<file path="src/rtl/booth_job_sequencer.sv">
`default_nettype none
// ============================================================================
// Module      : booth_job_sequencer
// Description : Operand FIFO plus job sequencer in front of a Booth
//               multiplier. Issues one Q/M job at a time with a start pulse,
//               waits for done (with timeout), and presents the product on a
//               valid/ready output handshake.
// Revision    : 1.0 - initial release
// ============================================================================
module booth_job_sequencer #(
    parameter int WIDTH   = 4,
    parameter int DEPTH   = 4,
    parameter int TIMEOUT = 64
) (
    input  logic               clk,
    input  logic               rst,
    input  logic               in_valid,
    output logic               in_ready,
    input  logic [WIDTH-1:0]   in_q,
    input  logic [WIDTH-1:0]   in_m,
    output logic               mul_start,
    output logic [WIDTH-1:0]   mul_q,
    output logic [WIDTH-1:0]   mul_m,
    input  logic               mul_done,
    input  logic [2*WIDTH-1:0] mul_result,
    output logic               out_valid,
    input  logic               out_ready,
    output logic [2*WIDTH-1:0] out_result,
    output logic               out_err
);

    localparam int c_AW = $clog2(DEPTH);
    localparam int c_CW = $clog2(TIMEOUT);

    localparam logic [1:0] c_IDLE  = 2'd0;
    localparam logic [1:0] c_ISSUE = 2'd1;
    localparam logic [1:0] c_WAIT  = 2'd2;
    localparam logic [1:0] c_HOLD  = 2'd3;

    // Last WAIT cycle in which a missing done turns into a timeout
    localparam logic [c_CW-1:0] c_WAIT_LAST = c_CW'(TIMEOUT - 1);

    logic [1:0]       r_state;
    logic [1:0]       w_state_nxt;
    logic             r_start;
    logic [WIDTH-1:0] r_fifo_q [DEPTH];
    logic [WIDTH-1:0] r_fifo_m [DEPTH];
    logic [c_AW:0]    r_wptr;
    logic [c_AW:0]    r_rptr;
    logic [c_CW-1:0]  r_wait_cnt;
    logic             w_empty;
    logic             w_full;
    logic             w_push;
    logic             w_pop;
    logic             w_done_ok;
    logic             w_timeout;

    // Pointers carry one extra wrap bit so full and empty are distinguishable
    assign w_empty   = (r_wptr == r_rptr);
    assign w_full    = (r_wptr[c_AW] != r_rptr[c_AW]) &&
                       (r_wptr[c_AW-1:0] == r_rptr[c_AW-1:0]);
    assign w_push    = in_valid && !w_full;
    assign w_pop     = (r_state == c_IDLE) && !w_empty;
    // A done level left over from the previous job is still visible at
    // wait_cnt==0, so only a done seen from the second WAIT cycle is taken
    assign w_done_ok = (r_state == c_WAIT) && mul_done && (r_wait_cnt != '0);
    assign w_timeout = (r_state == c_WAIT) && !w_done_ok &&
                       (r_wait_cnt == c_WAIT_LAST);

    // State register; start pulse is registered alongside the ISSUE state
    always_ff @(posedge clk) begin
        if (rst) begin
            r_state <= c_IDLE;
            r_start <= 1'b0;
        end else begin
            r_state <= w_state_nxt;
            r_start <= (w_state_nxt == c_ISSUE);
        end
    end

    // Next-state decode
    always_comb begin
        w_state_nxt = r_state;
        case (r_state)
            c_IDLE:  if (!w_empty)               w_state_nxt = c_ISSUE;
            c_ISSUE:                             w_state_nxt = c_WAIT;
            c_WAIT:  if (w_done_ok || w_timeout) w_state_nxt = c_HOLD;
            c_HOLD:  if (out_ready)              w_state_nxt = c_IDLE;
            default:                             w_state_nxt = c_IDLE;
        endcase
    end

    // Combinational outputs
    always_comb begin
        in_ready  = !w_full;
        mul_start = r_start;
    end

    // FIFO storage; no reset needed, validity is tracked by the pointers
    always_ff @(posedge clk) begin
        if (w_push) begin
            r_fifo_q[r_wptr[c_AW-1:0]] <= in_q;
            r_fifo_m[r_wptr[c_AW-1:0]] <= in_m;
        end
    end

    // FIFO pointers; a pop never frees a slot for a same-cycle push when full
    always_ff @(posedge clk) begin
        if (rst) begin
            r_wptr <= '0;
            r_rptr <= '0;
        end else begin
            if (w_push) r_wptr <= r_wptr + 1'b1;
            if (w_pop)  r_rptr <= r_rptr + 1'b1;
        end
    end

    // Job datapath: operand capture, wait counter, result capture and hold
    always_ff @(posedge clk) begin
        if (rst) begin
            mul_q      <= '0;
            mul_m      <= '0;
            r_wait_cnt <= '0;
            out_valid  <= 1'b0;
            out_result <= '0;
            out_err    <= 1'b0;
        end else begin
            if (w_pop) begin
                mul_q <= r_fifo_q[r_rptr[c_AW-1:0]];
                mul_m <= r_fifo_m[r_rptr[c_AW-1:0]];
            end
            case (r_state)
                c_ISSUE: r_wait_cnt <= '0;
                c_WAIT: begin
                    r_wait_cnt <= r_wait_cnt + 1'b1;
                    if (w_done_ok) begin
                        out_result <= mul_result;
                        out_err    <= 1'b0;
                        out_valid  <= 1'b1;
                    end else if (w_timeout) begin
                        out_result <= '0;
                        out_err    <= 1'b1;
                        out_valid  <= 1'b1;
                    end
                end
                c_HOLD: if (out_ready) out_valid <= 1'b0;
                default: ;
            endcase
        end
    end

endmodule
`default_nettype wire

</file>
<file path="config.mk">
export PLATFORM = sky130hd
export DESIGN_NAME = booth_job_sequencer
export DESIGN_NICKNAME = d
export VERILOG_FILES = /design/src/rtl/booth_job_sequencer.sv
export SDC_FILE = /design/constraint.sdc
export NUM_CORES = 1
export LEC_CHECK = 0
export BUFFER_PORTS_ARGS = -buffer_cell sky130_fd_sc_hd__buf_4
export CAP_MARGIN = 5
export CORE_MARGIN = 4
export CORE_UTILIZATION = 60
export DETAILED_ROUTE_END_ITERATION = 10
export PLACE_DENSITY = 0.82
export SKIP_LAST_GASP = 1
export SYNTH_ARGS = -nofsm -noshare
export SYNTH_HDL_FRONTEND = slang
export SYNTH_SLANG_ARGS = --single-unit
</file>
<file path="constraint.sdc">
create_clock -name clk -period 3.6 [get_ports clk]
set_input_delay 0.18 -clock clk [delete_from_list [all_inputs] [get_ports clk]]
set_output_delay 0.18 -clock clk [all_outputs]
set_load 0.1 [all_outputs]
</file>
# == After elaboration in Yosys (flattened, before gate mapping) ==
# Memory sizes are Yosys's and may differ from the RTL's. A register that Yosys moved wholly into a read port is not among the register bits.
# Index checks and enable logic that the tools add are counted.
# op_classes
addsub,3
eq_ne,10
muxes,14
n_reduce_logical,18
# op_table
op,count
$mux 8,2
$pmux 6 s2,1
$pmux 2 s4,1
$logic_and 1x1->1,7
$add 3x1->3 const B,2
$add 6x1->6 const B,1
$eq 6x6->1 const B,1
$mux 1,6
$mux 2,3
$reduce_bool 2->1,3
$reduce_bool 6->1,1
$eq 2x1->1 const B,2
$eq 2x2->1 const B,2
$eq 3x3->1,1
$logic_not 1->1,3
$ne 3x3->1 const B,1
$reduce_and 3->1,1
$eq 2x2->1,1
$logic_not 2->1,1
$ne 2x2->1 const B,1
$pmux 1 s2,1
$reduce_and 2->1,1
$logic_or 1x1->1,1
$ne 1x1->1,1
# word_totals
ff_bits,25
ram_bits,32
wordCells,55
n_memories,2
# mem_list
name,depth,width,read_ports,rd_ports_with_merged_regs,wr,line,rtl
r_fifo_m,4,4,1,1,1,47,logic [WIDTH-1:0] r_fifo_m [DEPTH];
r_fifo_q,4,4,1,1,1,46,logic [WIDTH-1:0] r_fifo_q [DEPTH];

# == Longest topological paths before layout ==
# Gate-level depths: netlist (run 1).
# depth
ltp_word,10
ltp_mapped,8

# == Least setup slack after synthesis (run 1) ==
# No wires, ideal clock.
# synth_path
kind,register -> register
start,register r_state[0]
end,register out_valid
setup_ps,135
arrival_ps,1506
required_ps,3465
path_slack_ps,1959
stages_incl_launch_ff,9
n_path_buf,2
period_less_slack_ps,1641
path_cell_list,dfxtp_1 inv_1 ha_1 buf_2 nand4_1 or2_1 clkbuf_1 a2bb2oi_1 o22ai_1
# synth_via
elab_chain_cells,8
elab_cells_between_ends,13
cone_classes,eq/ne (4); mux (2); reduce/logical (7)
# synth_lines
element,line,rtl
"start, declared",43,logic [1:0] r_state;
"start signal, assigned",73,r_state <= c_IDLE;
"start signal, assigned",76,r_state <= w_state_nxt;
$eq 2x2->1,"66, 67, 132",
$logic_and 1x1->1 (2 in a row),66,assign w_done_ok = (r_state == c_WAIT) && mul_done && (r_wait_cnt != '0);
$logic_not 1->1,67,assign w_timeout = (r_state == c_WAIT) && !w_done_ok &&
$logic_and 1x1->1 (2 in a row),67,
$ne 3x3->1 (no line),-,
$reduce_and 3->1 (no line),-,
"end signal, assigned",124,out_valid <= 1'b0;
"end signal, assigned",139,out_valid <= 1'b1;
"end signal, assigned",143,out_valid <= 1'b1;
"end, declared",26,"output logic out_valid,"
# Several ways; a longest one is shown, not always the timed one.
# A chain may end at the register's enable or synchronous reset.

# == Worst setup path after layout (run 1) ==
# layout_path
start,register r_rptr[0]
end,output in_ready
# layout_via
elab_chain_cells,3
# layout_lines
element,line,rtl
"start, declared",49,logic [c_AW:0] r_rptr;
"start signal, assigned",114,if (w_pop) r_rptr <= r_rptr + 1'b1;
$eq 2x2->1,61,(r_wptr[c_AW-1:0] == r_rptr[c_AW-1:0]);
$logic_and 1x1->1,60,assign w_full = (r_wptr[c_AW] != r_rptr[c_AW]) &&
$logic_not 1->1,95,in_ready = !w_full;
"end, declared",18,"output logic in_ready,"
# Every way passes these cells.

==> results of run 1 <==
layout make-up:
class	instances	share of cell area, %
multi-input combinational	134	32.5
tap	52	1.94
timing repair buffer	40	8.97
inverter	9	1.01
clock buffer	10	3.81
clock inverter	6	3.40
sequential	65	48.4
power breakdown:
part | switching, mW | leakage (nW) | internal [mW]
clock | 0.282 | 0.113 | 0.462
combinational | 0.561 | 0.628 | 0.287
sequential | 0.0877 | 0.562 | 0.864
worst max-delay path, delay by kind of cell, from the launching register on:
| kind | cells | cell delay, ps |
|---|---|---|
| flip-flops | 1 | 850 |
| buffers and inverters | 1 | 250 |
| AND/OR/NAND/NOR | 1 | 410 |
| XOR/XNOR | 1 | 180 |
cells by family after synthesis:
logic type | after synthesis
adders and majority gates | 12
AOI/OAI and AO/OA | 30
buffers and inverters | 19
muxes | 20
and+or+nand+nor | 62
xor gates and xnor gates | 10
DFF | 65
synth_stat cells, types with 2 or more instances:
cell type  number
dfxtp_1        33
buf_2           2
a21oi_1        13
edfxtp_1       32
mux2i_1        11
inv_1           9
buf_6           2
xnor2_1         3
xor2_1          5
nand2b_1        3
nand4_1         4
or3_1           4
and2_1          4
mux4_2          8
nor3_1          2
nor2_1         19
o21ai_0         3
nand3_1         8
ha_1           12
nand2_1        13
clkbuf_1        5
a211oi_2        2
state kept, by name, summed over array words and instances, names as in the netlist:
| name | cells |
|---|---|
| r_wait_cnt | 6 |
| mul_start | 1 |
| out_valid | 1 |
| mul_m | 4 |
| r_fifo_m | 16 |
| out_err | 1 |
| out_result | 8 |
| r_state | 2 |
| r_fifo_q | 16 |
| r_wptr | 3 |
| r_rptr | 3 |
| mul_q | 4 |
worst min-delay path by stage:
stage	start	end	slack, ps	depth (start not counted)
after floorplan	in_m[0]	r_fifo_m[0][0]	280	0
after global placement	in_q[3]	r_fifo_q[3][3]	380	1
after detailed placement	in_q[0]	r_fifo_q[2][0]	390	1
after CTS	in_q[2]	r_fifo_q[3][2]	30	1
after global routing	in_q[0]	r_fifo_q[2][0]	20	1
final	in_q[1]	r_fifo_q[0][1]	40	1
stage by stage:
step	hold slack, ps	util [%]	cell area, sq um	setup WS [ps]	std cells
2_1_floorplan	279	-	2800	1960	218
3_3_place_gp	381	69.9	3110	1490	300
3_5_place_dp	387	69.9	3110	1430	300
4_1_cts	27.9	75.4	3350	1360	316
5_1_grt	21.3	75.4	3350	1260	316
6_report	40.2	75.4	3350	1400	316
per-layer routing:
metal	vias up	wire length (microns)	track usage [%]
met5	-	0	0
met4	0	104	10.3
met3	10	283	5.44
met2	48	2260	26.4
met1	834	2310	25.5
li1	864	-	-
==> run_results.csv, run 1 <==
group,metric,value,unit
status,status,"complete, no violations",
synthesis,async_flop_share,0,%
layout,regArea,1620,sq um
detailed_routing,vias,1756,
global_routing,antenna_found_initial,0,
cts,post-cts-setup-buffers,0,
detailed_routing,dr.pass1.iters,5,
timing,min_period,2200,ps
critical_path,r2r.worst_path.cells,4,
cts,clkLatencyLatePin,340,ps
worst_hold_path,hp-class,"input port to flop",
layout,mostFrequentLayoutCell,"buf_4",
detailed_routing,via_per_inst,5.56,
critical_path,critPathCapture,"in_ready",
floorplanning,num_rows,24,
synthesis,yosys_warnings,0,
power_and_ir_drop,power.total,2.54,mW
layout,area_delta_synth_final,19.6,%
timing,tns,0,ps
timing,hold_violations,0,
synthesis,synthFlopType,"dfxtp_1",
synthesis,synth_mux_area_share,10.8,%
synthesis,synthesis.nets,251,
critical_path,cp-start-kind,"flop",
floorplanning,pin_count,41,
timing,drv_slew,0,
synthesis,ys_types,43,
critical_path,rr_endpoint,"r_rptr[1]",
critical_path,crit_path_end_kind,"output pin",
synthesis,synth-compound-area-share,7.77,%
job,maxCapViolCount,0,
layout,fin_nets,292,
detailed_routing,drt_first_iter_violations,113,
synthesis,seq_area_frac_synth,57.9,%
floorplanning,die_h,76.3,microns
floorplanning,start_util,63.0,%
layout,fill_cells,289,
critical_path,r2r_start,"r_rptr[0]",
critical_path,required,3420,ps
cts,clock_sinks,65,
placed_design,dp_hpwl,3360,microns
layout,layout_common_cells,"buf_4, dfxtp_1, edfxtp_1",
detailed_routing,drc,0,
layout,multiInputGateArea,1090,sq um
global_routing,grt_max_degree,30,
synthesis,synth_area_per_cell,12.9,sq um
synthesis,synthAdderAreaFrac,5.36,%
power_and_ir_drop,vdd.ir_drop.worst,488,uV
critical_path,crit_slowest_cell,"dfxtp_1",
synthesis,synth_simple_gate_area_share,10.9,%
critical_path,slowest_delay,850,ps
cts,cts_max_level,3,
global_routing,track_usage,18.6,%
cts,path_clk_slew,80,ps
timing,clock-skew-final,9.10,ps
critical_path,r2r_slack,1450,ps
timing,setup_viol,0,
cts,cts_resized,0,
cts,cts_buffers,9,
global_routing,gr-total-overflow,0,
floorplanning,die_x,76.3,microns
synthesis,synth_area,2800,sq um
synthesis,synth_area_leaders,"edfxtp_1, dfxtp_1, mux4_2",
critical_path,startpoint,"r_rptr[0]",
critical_path,cp_max_fo,11,
timing,period_share,61.2,%
timing,worstMarginPinSlew,818,ps
cts,cts.path.max_buffers,2,
global_routing,grt_pass1_wl,8250,microns
synthesis,synth-edff-count,32,
synthesis,synth_top_area_cell,"edfxtp_1",
critical_path,worstPathArrival,2020,ps
critical_path,path_class,"flop to output pin",
timing,slew_headroom,45.4,%
power_and_ir_drop,power.density,760,nW/um^2
cts,cts_tree,"yes",
synthesis,ys_ff_latch,65,
detailed_routing,finalWirelength,4950,microns
detailed_routing,ant_nets,0,
floorplanning,core_area,4440,sq um
floorplanning,dieArea,5830,sq um
cts,holdBufCountCts,0,
power_and_ir_drop,p_leak,1.30,nW
cts,cts_root_buf,"clkbuf_8",
synthesis,synth.top_cell.area_share,34.3,%
timing,fmax,0.454,GHz
placed_design,portBuffers,40,
layout,diodes,0,
global_routing,grt_pass1_vias,1637,
detailed_routing,wire_per_inst,15.7,microns
critical_path,worstPathCellList,"xor2_4, or3_1, buf_4",
layout,drive_above_1_share,27.3,%
timing,rsz0062_at_grt,"false",
placed_design,place.gp.congestion,0.807,
synthesis,synth_top_family_by_area,"simple AND/OR/NAND/NOR gates",
synthesis,synth_cells,218,
synthesis,synth_xor_area_share,4.06,%
Power figures use the tool's default switching activity.
==> run 2, diff against run 1 <==
--- a/config.mk
+++ b/config.mk
@@ -5,12 +5,13 @@
 export SDC_FILE = /design/constraint.sdc
 export NUM_CORES = 1
 export LEC_CHECK = 0
+export ABC_AREA = 1
 export BUFFER_PORTS_ARGS = -buffer_cell sky130_fd_sc_hd__buf_4
 export CAP_MARGIN = 5
 export CORE_MARGIN = 4
-export CORE_UTILIZATION = 60
+export CORE_UTILIZATION = 51
 export DETAILED_ROUTE_END_ITERATION = 10
-export PLACE_DENSITY = 0.82
+export PLACE_DENSITY = 0.74
 export SKIP_LAST_GASP = 1
 export SYNTH_ARGS = -nofsm -noshare
 export SYNTH_HDL_FRONTEND = slang
==> constraint.sdc (replaced) <==
create_clock -name clk -period 2 [get_ports clk]
set_input_delay 0.1 -clock clk [delete_from_list [all_inputs] [get_ports clk]]
set_output_delay 0.1 -clock clk [all_outputs]
set_load 0.1 [all_outputs]
==> run_results.csv, run 2 <==
group,metric,value,unit
status,status,"complete, no violations",
floorplanning,start_util,52.4,%
synthesis,async_flop_share,0,%
detailed_routing,finalWirelength,5840,microns
layout,mostFrequentLayoutCell,"nor2_1",
critical_path,cp-start-kind,"flop",
job,maxCapViolCount,0,
detailed_routing,ant_nets,0,
cts,clock_sinks,65,
synthesis,synth_top_cells_by_count,"nor2_1, nand2_1, dfxtp_1",
layout,drive_above_1_share,20.7,%
timing,worstMarginPinSlew,393,ps
timing,setup_viol,0,
cts,clkLatencyLatePin,340,ps
detailed_routing,vias,2175,
critical_path,critPathTopFamily,"flip-flops",
placed_design,dp_hpwl,4250,microns
timing,rsz0062_at_grt,"false",
floorplanning,die_x,83.0,microns
timing,whs,25.3,ps
synthesis,synth_area_leaders,"edfxtp_1, dfxtp_1, nor2_1",
worst_hold_path,hp-class,"input port to flop",
synthesis,synthesis.nets,347,
power_and_ir_drop,switching_power,1.98,mW
synthesis,ys_ff_latch,65,
power_and_ir_drop,pwr-share-clk,24.8,%
floorplanning,dieArea,6880,sq um
cts,post-cts-setup-buffers,0,
cts,holdBufCountCts,8,
critical_path,crit_slowest_cell,"dfxtp_1",
layout,finish.utilization,64.6,%
synthesis,synth_cells,314,
critical_path,r2r_start,"r_state[1]",
cts,cts_resized,0,
critical_path,r2r.worst_path.cells,8,
synthesis,seq_area_frac_synth,56.6,%
floorplanning,core_area,5470,sq um
synthesis,synth_area_per_cell,9.13,sq um
detailed_routing,drc,0,
layout,fin_nets,405,
floorplanning,num_rows,27,
cts,cts_max_level,3,
cts,path_clk_slew,70,ps
critical_path,path_buf_inv,2,
power_and_ir_drop,p_sw_share,42.4,%
global_routing,grt_pass1_wl,9830,microns
detailed_routing,dr.pass1.iters,4,
timing,min_period,1600,ps
floorplanning,die_h,83.0,microns
critical_path,cp_max_fo,6,
synthesis,synth.top_cell.area_share,33.5,%
timing,period_share,79.8,%
critical_path,path_class,"flop to output pin",
synthesis,yosysMostFrequentCell,"nor2_1",
synthesis,synth_area,2870,sq um
layout,regArea,1620,sq um
critical_path,rr_endpoint,"r_wait_cnt[5]",
global_routing,track_usage,17.8,%
detailed_routing,via_per_inst,4.84,
power_and_ir_drop,p_leak,1.49,nW
placed_design,place.gp.congestion,0.865,
critical_path,worstPathCellList,"inv_1, nand2_2, nand2_4, nand3_2, buf_4",
synthesis,yosys_warnings,0,
critical_path,slowest_delay,450,ps
critical_path,r2r_slack,420,ps
power_and_ir_drop,power.density,1320,nW/um^2
critical_path,worstPathArrival,1500,ps
critical_path,crit_path_end_kind,"output pin",
global_routing,grt_max_degree,19,
synthesis,synth_top_area_cell,"edfxtp_1",
power_and_ir_drop,p_seq_share,36.1,%
global_routing,grt_pass1_vias,2094,
layout,diodes,0,
layout,area_delta_synth_final,23.4,%
detailed_routing,wire_per_inst,13.0,microns
cts,cts_buffers,9,
cts,cts_tree,"yes",
cts,cts.path.max_buffers,2,
detailed_routing,drt_first_iter_violations,119,
worst_hold_path,min_from,"mul_result[7]",
timing,drv_slew,0,
power_and_ir_drop,power_frac_comb,39.1,%
placed_design,portBuffers,40,
critical_path,required,1900,ps
cts,cts_root_buf,"clkbuf_8",
layout,fill_cells,449,
layout,multiInputGateArea,1060,sq um
timing,clock-skew-final,9.27,ps
synthesis,synth-edff-count,32,
worst_hold_path,hold-path-endpoint,"out_result[7]",
timing,hold_violations,0,
synthesis,synthFlopType,"dfxtp_1",
power_and_ir_drop,intPower,2.68,mW
timing,slew_headroom,73.8,%
timing,tns,0,ps
floorplanning,pin_count,41,
power_and_ir_drop,power.total,4.66,mW
global_routing,gr-total-overflow,0,
layout,layout_common_cells,"nor2_1, buf_4, nand2_1",
worst_hold_path,hold_depth,3,
synthesis,ys_types,30,
global_routing,antenna_found_initial,0,
timing,fmax,0.627,GHz
power_and_ir_drop,vdd.ir_drop.worst,682,uV
[run 2: cell types whose count changed after synthesis, sizes merged, moves of 8 or more]
cell / previous run / this run
nand2: 13 / 47
inv: 9 / 30
nor2: 19 / 73
nand3: 8 / 19
mux2i: 11 / 0
o21ai: 4 / 29
mux4: 8 / 0
[run 2: final cells by class]
cell class,instances,share of cell area (%)
Sequential cell,65,45.9
Inverter,31,3.43
Timing Repair Buffer,55,12.2
Multi-Input combinational cell,210,30.1
Clock buffer,9,3.50
Clock inverter,7,2.34
Tap cell,72,2.55
[run 2: worst max path at each step]
stage,slack [ps],depth (start not counted),to,start
floorplan,-10,6,r_fifo_m[0][0],r_wptr[0]
global placement,510,7,r_fifo_m[0][1],r_wptr[0]
detailed placement,430,8,r_wait_cnt[5],r_state[1]
CTS,380,5,in_ready,r_wptr[0]
global route,260,8,r_wait_cnt[5],r_state[1]
finish,400,5,in_ready,r_wptr[0]
[run 2: layer usage]
metal | track usage, % | wire length [microns] | share of wire, %
met3 | 4.27 | 258 | 4.4
met5 | 0 | 0 | 0
met4 | 8.47 | 93 | 1.6
met1 | 22.7 | 2740 | 47
met2 | 28.6 | 2750 | 47
[run 2: per-stage QoR]
stage / instances / worst slack (ps) / area, sq um
final: 449 / 404 / 3540
after global routing: 449 / 256 / 3540
after global placement: 425 / 508 / 3250
after floorplan: 314 / -11.7 / 2870
after detailed placement: 425 / 435 / 3250
after CTS: 449 / 379 / 3540
[run 2: cells by family (layout without fill, tap and decap cells)]
| family | after synthesis | in the layout | synth area share (%) |
|---|---|---|---|
| buffers and inverters | 39 | 102 | 6.33 |
| adders and majority gates | 12 | 12 | 5.24 |
| xor gates and xnor gates | 3 | 3 | 1.18 |
| and+or+nand+nor | 148 | 148 | 22.3 |
| DFF | 65 | 65 | 56.6 |
| AOI/OAI and AO/OA | 47 | 47 | 8.42 |
[run 2: power groups by stage]
stage | Clock, mW | Combinational [mW] | Sequential (mW)
floorplan | 0 | 0.992 | 2.20
global placement | 0 | 1.79 | 1.71
detailed placement | 0 | 1.82 | 1.72
CTS | 1.18 | 1.84 | 1.68
global route | 1.24 | 2.02 | 1.71
finish | 1.15 | 1.82 | 1.68
[run 2: worst register-to-register path, cell delays in order, from the launching register on]
cell	delay, ps
dfxtp_1	410
inv_1	110
ha_1	400
nand2_1	90
nor2_1	130
nand2_1	90
o21ai_0	150
nand2_1	60
nor2_1	80
==> run 3, diff against run 2 <==
==> constraint.sdc (replaced) <==
create_clock -name clk -period 1.4 [get_ports clk]
set_input_delay 0.07 -clock clk [delete_from_list [all_inputs] [get_ports clk]]
set_output_delay 0.07 -clock clk [all_outputs]
set_load 0.1 [all_outputs]
==> run_results.csv, run 3 (synthesis results as in run 2) <==
group,metric,value,unit
status,status,"complete, no violations",
detailed_routing,finalWirelength,6500,microns
cts,cts_buffers,9,
cts,clock_sinks,65,
global_routing,antenna_found_initial,0,
timing,worstMarginPinSlew,394,ps
power_and_ir_drop,pwr-share-clk,19.1,%
critical_path,rr_endpoint,"out_valid",
layout,layout_common_cells,"nor2_1, buf_4, nand2_1",
cts,clkLatencyLatePin,350,ps
cts,cts.path.max_buffers,2,
detailed_routing,drc,0,
detailed_routing,drt_first_iter_violations,127,
power_and_ir_drop,power_frac_comb,46.7,%
power_and_ir_drop,intPower,4.12,mW
layout,mostFrequentLayoutCell,"nor2_1",
floorplanning,pin_count,41,
layout,diodes,0,
critical_path,cp_max_fo,2,
placed_design,portBuffers,40,
layout,area_delta_synth_final,38.9,%
detailed_routing,vias,2408,
global_routing,grt_pass1_wl,10600,microns
timing,fmax,0.716,GHz
floorplanning,core_area,5470,sq um
critical_path,path_buf_inv,2,
floorplanning,num_rows,27,
global_routing,track_usage,19.3,%
timing,hold_violations,0,
critical_path,worstPathArrival,1330,ps
timing,clock-skew-final,12.2,ps
detailed_routing,dr.pass1.iters,5,
power_and_ir_drop,switching_power,3.01,mW
critical_path,r2r_slack,50,ps
detailed_routing,ant_nets,0,
placed_design,dp_hpwl,4080,microns
critical_path,crit_slowest_cell,"dfxtp_4",
timing,tns,0,ps
power_and_ir_drop,power.density,1790,nW/um^2
worst_hold_path,hold-path-endpoint,"r_wptr[2]",
layout,drive_above_1_share,33.4,%
cts,path_clk_slew,60,ps
power_and_ir_drop,p_leak,1.66,nW
critical_path,crit_path_end_kind,"output pin",
layout,fin_nets,438,
floorplanning,start_util,52.4,%
timing,setup_viol,0,
critical_path,r2r_start,"r_state[0]",
critical_path,slowest_delay,370,ps
worst_hold_path,hp-class,"input port to flop",
timing,min_period,1400,ps
timing,slew_headroom,73.7,%
job,maxCapViolCount,0,
critical_path,r2r.worst_path.cells,9,
timing,rsz0062_at_grt,"true",
critical_path,worstPathCellList,"xnor2_4, nand3_4, buf_6, buf_12",
floorplanning,die_x,83.0,microns
timing,period_share,99.7,%
critical_path,required,1330,ps
placed_design,place.gp.congestion,0.760,
timing,drv_slew,0,
cts,cts_tree,"yes",
global_routing,grt_pass1_vias,2290,
critical_path,path_class,"flop to output pin",
cts,cts_max_level,3,
detailed_routing,via_per_inst,5.00,
worst_hold_path,min_from,"in_valid",
critical_path,cp-start-kind,"flop",
power_and_ir_drop,p_seq_share,34.1,%
power_and_ir_drop,p_sw_share,42.2,%
worst_hold_path,hold_depth,3,
timing,whs,47.4,ps
detailed_routing,wire_per_inst,13.5,microns
global_routing,gr-total-overflow,0,
floorplanning,dieArea,6880,sq um
power_and_ir_drop,vdd.ir_drop.worst,1110,uV
cts,cts_root_buf,"clkbuf_8",
critical_path,critPathTopFamily,"flip-flops",
floorplanning,die_h,83.0,microns
global_routing,grt_max_degree,19,
-- run 3: cell types whose count changed in the layout (fill, tap and decap cells not counted), sizes merged --
cell / before / now
clkinvlp: 2 / 4
inv: 34 / 29
nand2: 47 / 48
dlygate4sd3: 8 / 18
clkinv: 1 / 3
buf: 47 / 69
clkbuf: 9 / 11
bufinv: 1 / 0
-- run 3: cell type report --
type	instances	area, sq um
clock buffer	11	131
timing repair buffer	87	742
tap	72	90.1
clock inverter	5	32.5
multi-input combinational	211	1210
inverter	31	129
fill	386	1490
sequential	65	1640
-- run 3: worst max path at each step --
stage	startpoint	end	slack, ps	depth (start not counted)
CTS	r_wptr[1]	in_ready	-20	4
detailed placement	r_state[1]	r_wait_cnt[5]	-40	8
floorplan	r_rptr[0]	r_fifo_m[0][0]	-140	7
global placement	r_state[1]	r_wait_cnt[5]	-20	8
global route	r_wptr[1]	in_ready	-50	4
finish	r_wptr[1]	in_ready	4	4
-- run 3: power by group through the flow --
stage | combinational [mW] | clock (mW) | sequential, mW
6_report | 3.33 | 1.36 | 2.43
3_5_place_dp | 2.88 | 0 | 2.45
4_1_cts | 2.99 | 1.38 | 2.41
2_1_floorplan | 1.48 | 0 | 3.16
3_3_place_gp | 2.84 | 0 | 2.44
5_1_grt | 3.65 | 1.50 | 2.47
-- run 3: worst reg2reg max path, cell delays in order, from the launching register on --
cell,delay (ps)
dfxtp_2,330
inv_2,90
ha_2,200
nand2_1,100
nor2_4,170
nand2_4,100
nand2_1,100
nand2_1,50
nand2_1,60
a21oi_1,50
-- run 3: through the flow --
step	util [%]	worst slack [ps]	instances	cell area [sq um]	power [mW]
finish	72.7	3.56	482	3980	7.13
global route	72.7	-53.3	482	3980	7.61
CTS	69.9	-21.0	475	3830	6.78
detailed placement	62.6	-38.4	437	3430	5.33
global placement	62.6	-21.2	437	3430	5.28
floorplan	-	-140	314	2940	4.64
-- run 3: what timing repair did --
action | in CTS | in global routing
buffers inserted | 4 | 6
pin swaps | 2 | 10
endpoints found under the setup margin | 2 | 49
resized for setup | 10 | 36
hold buffers | 18 | 0
gates cloned | 0 | 1
endpoints found under the hold margin | 43 | 0
-- run 3: layer usage --
layer  global-route usage (%)  part of all wire, %
met1                     23.3                   41
met3                     6.85                  5.8
met4                     6.39                  1.7
met2                     32.1                   51
met5                        0                    0
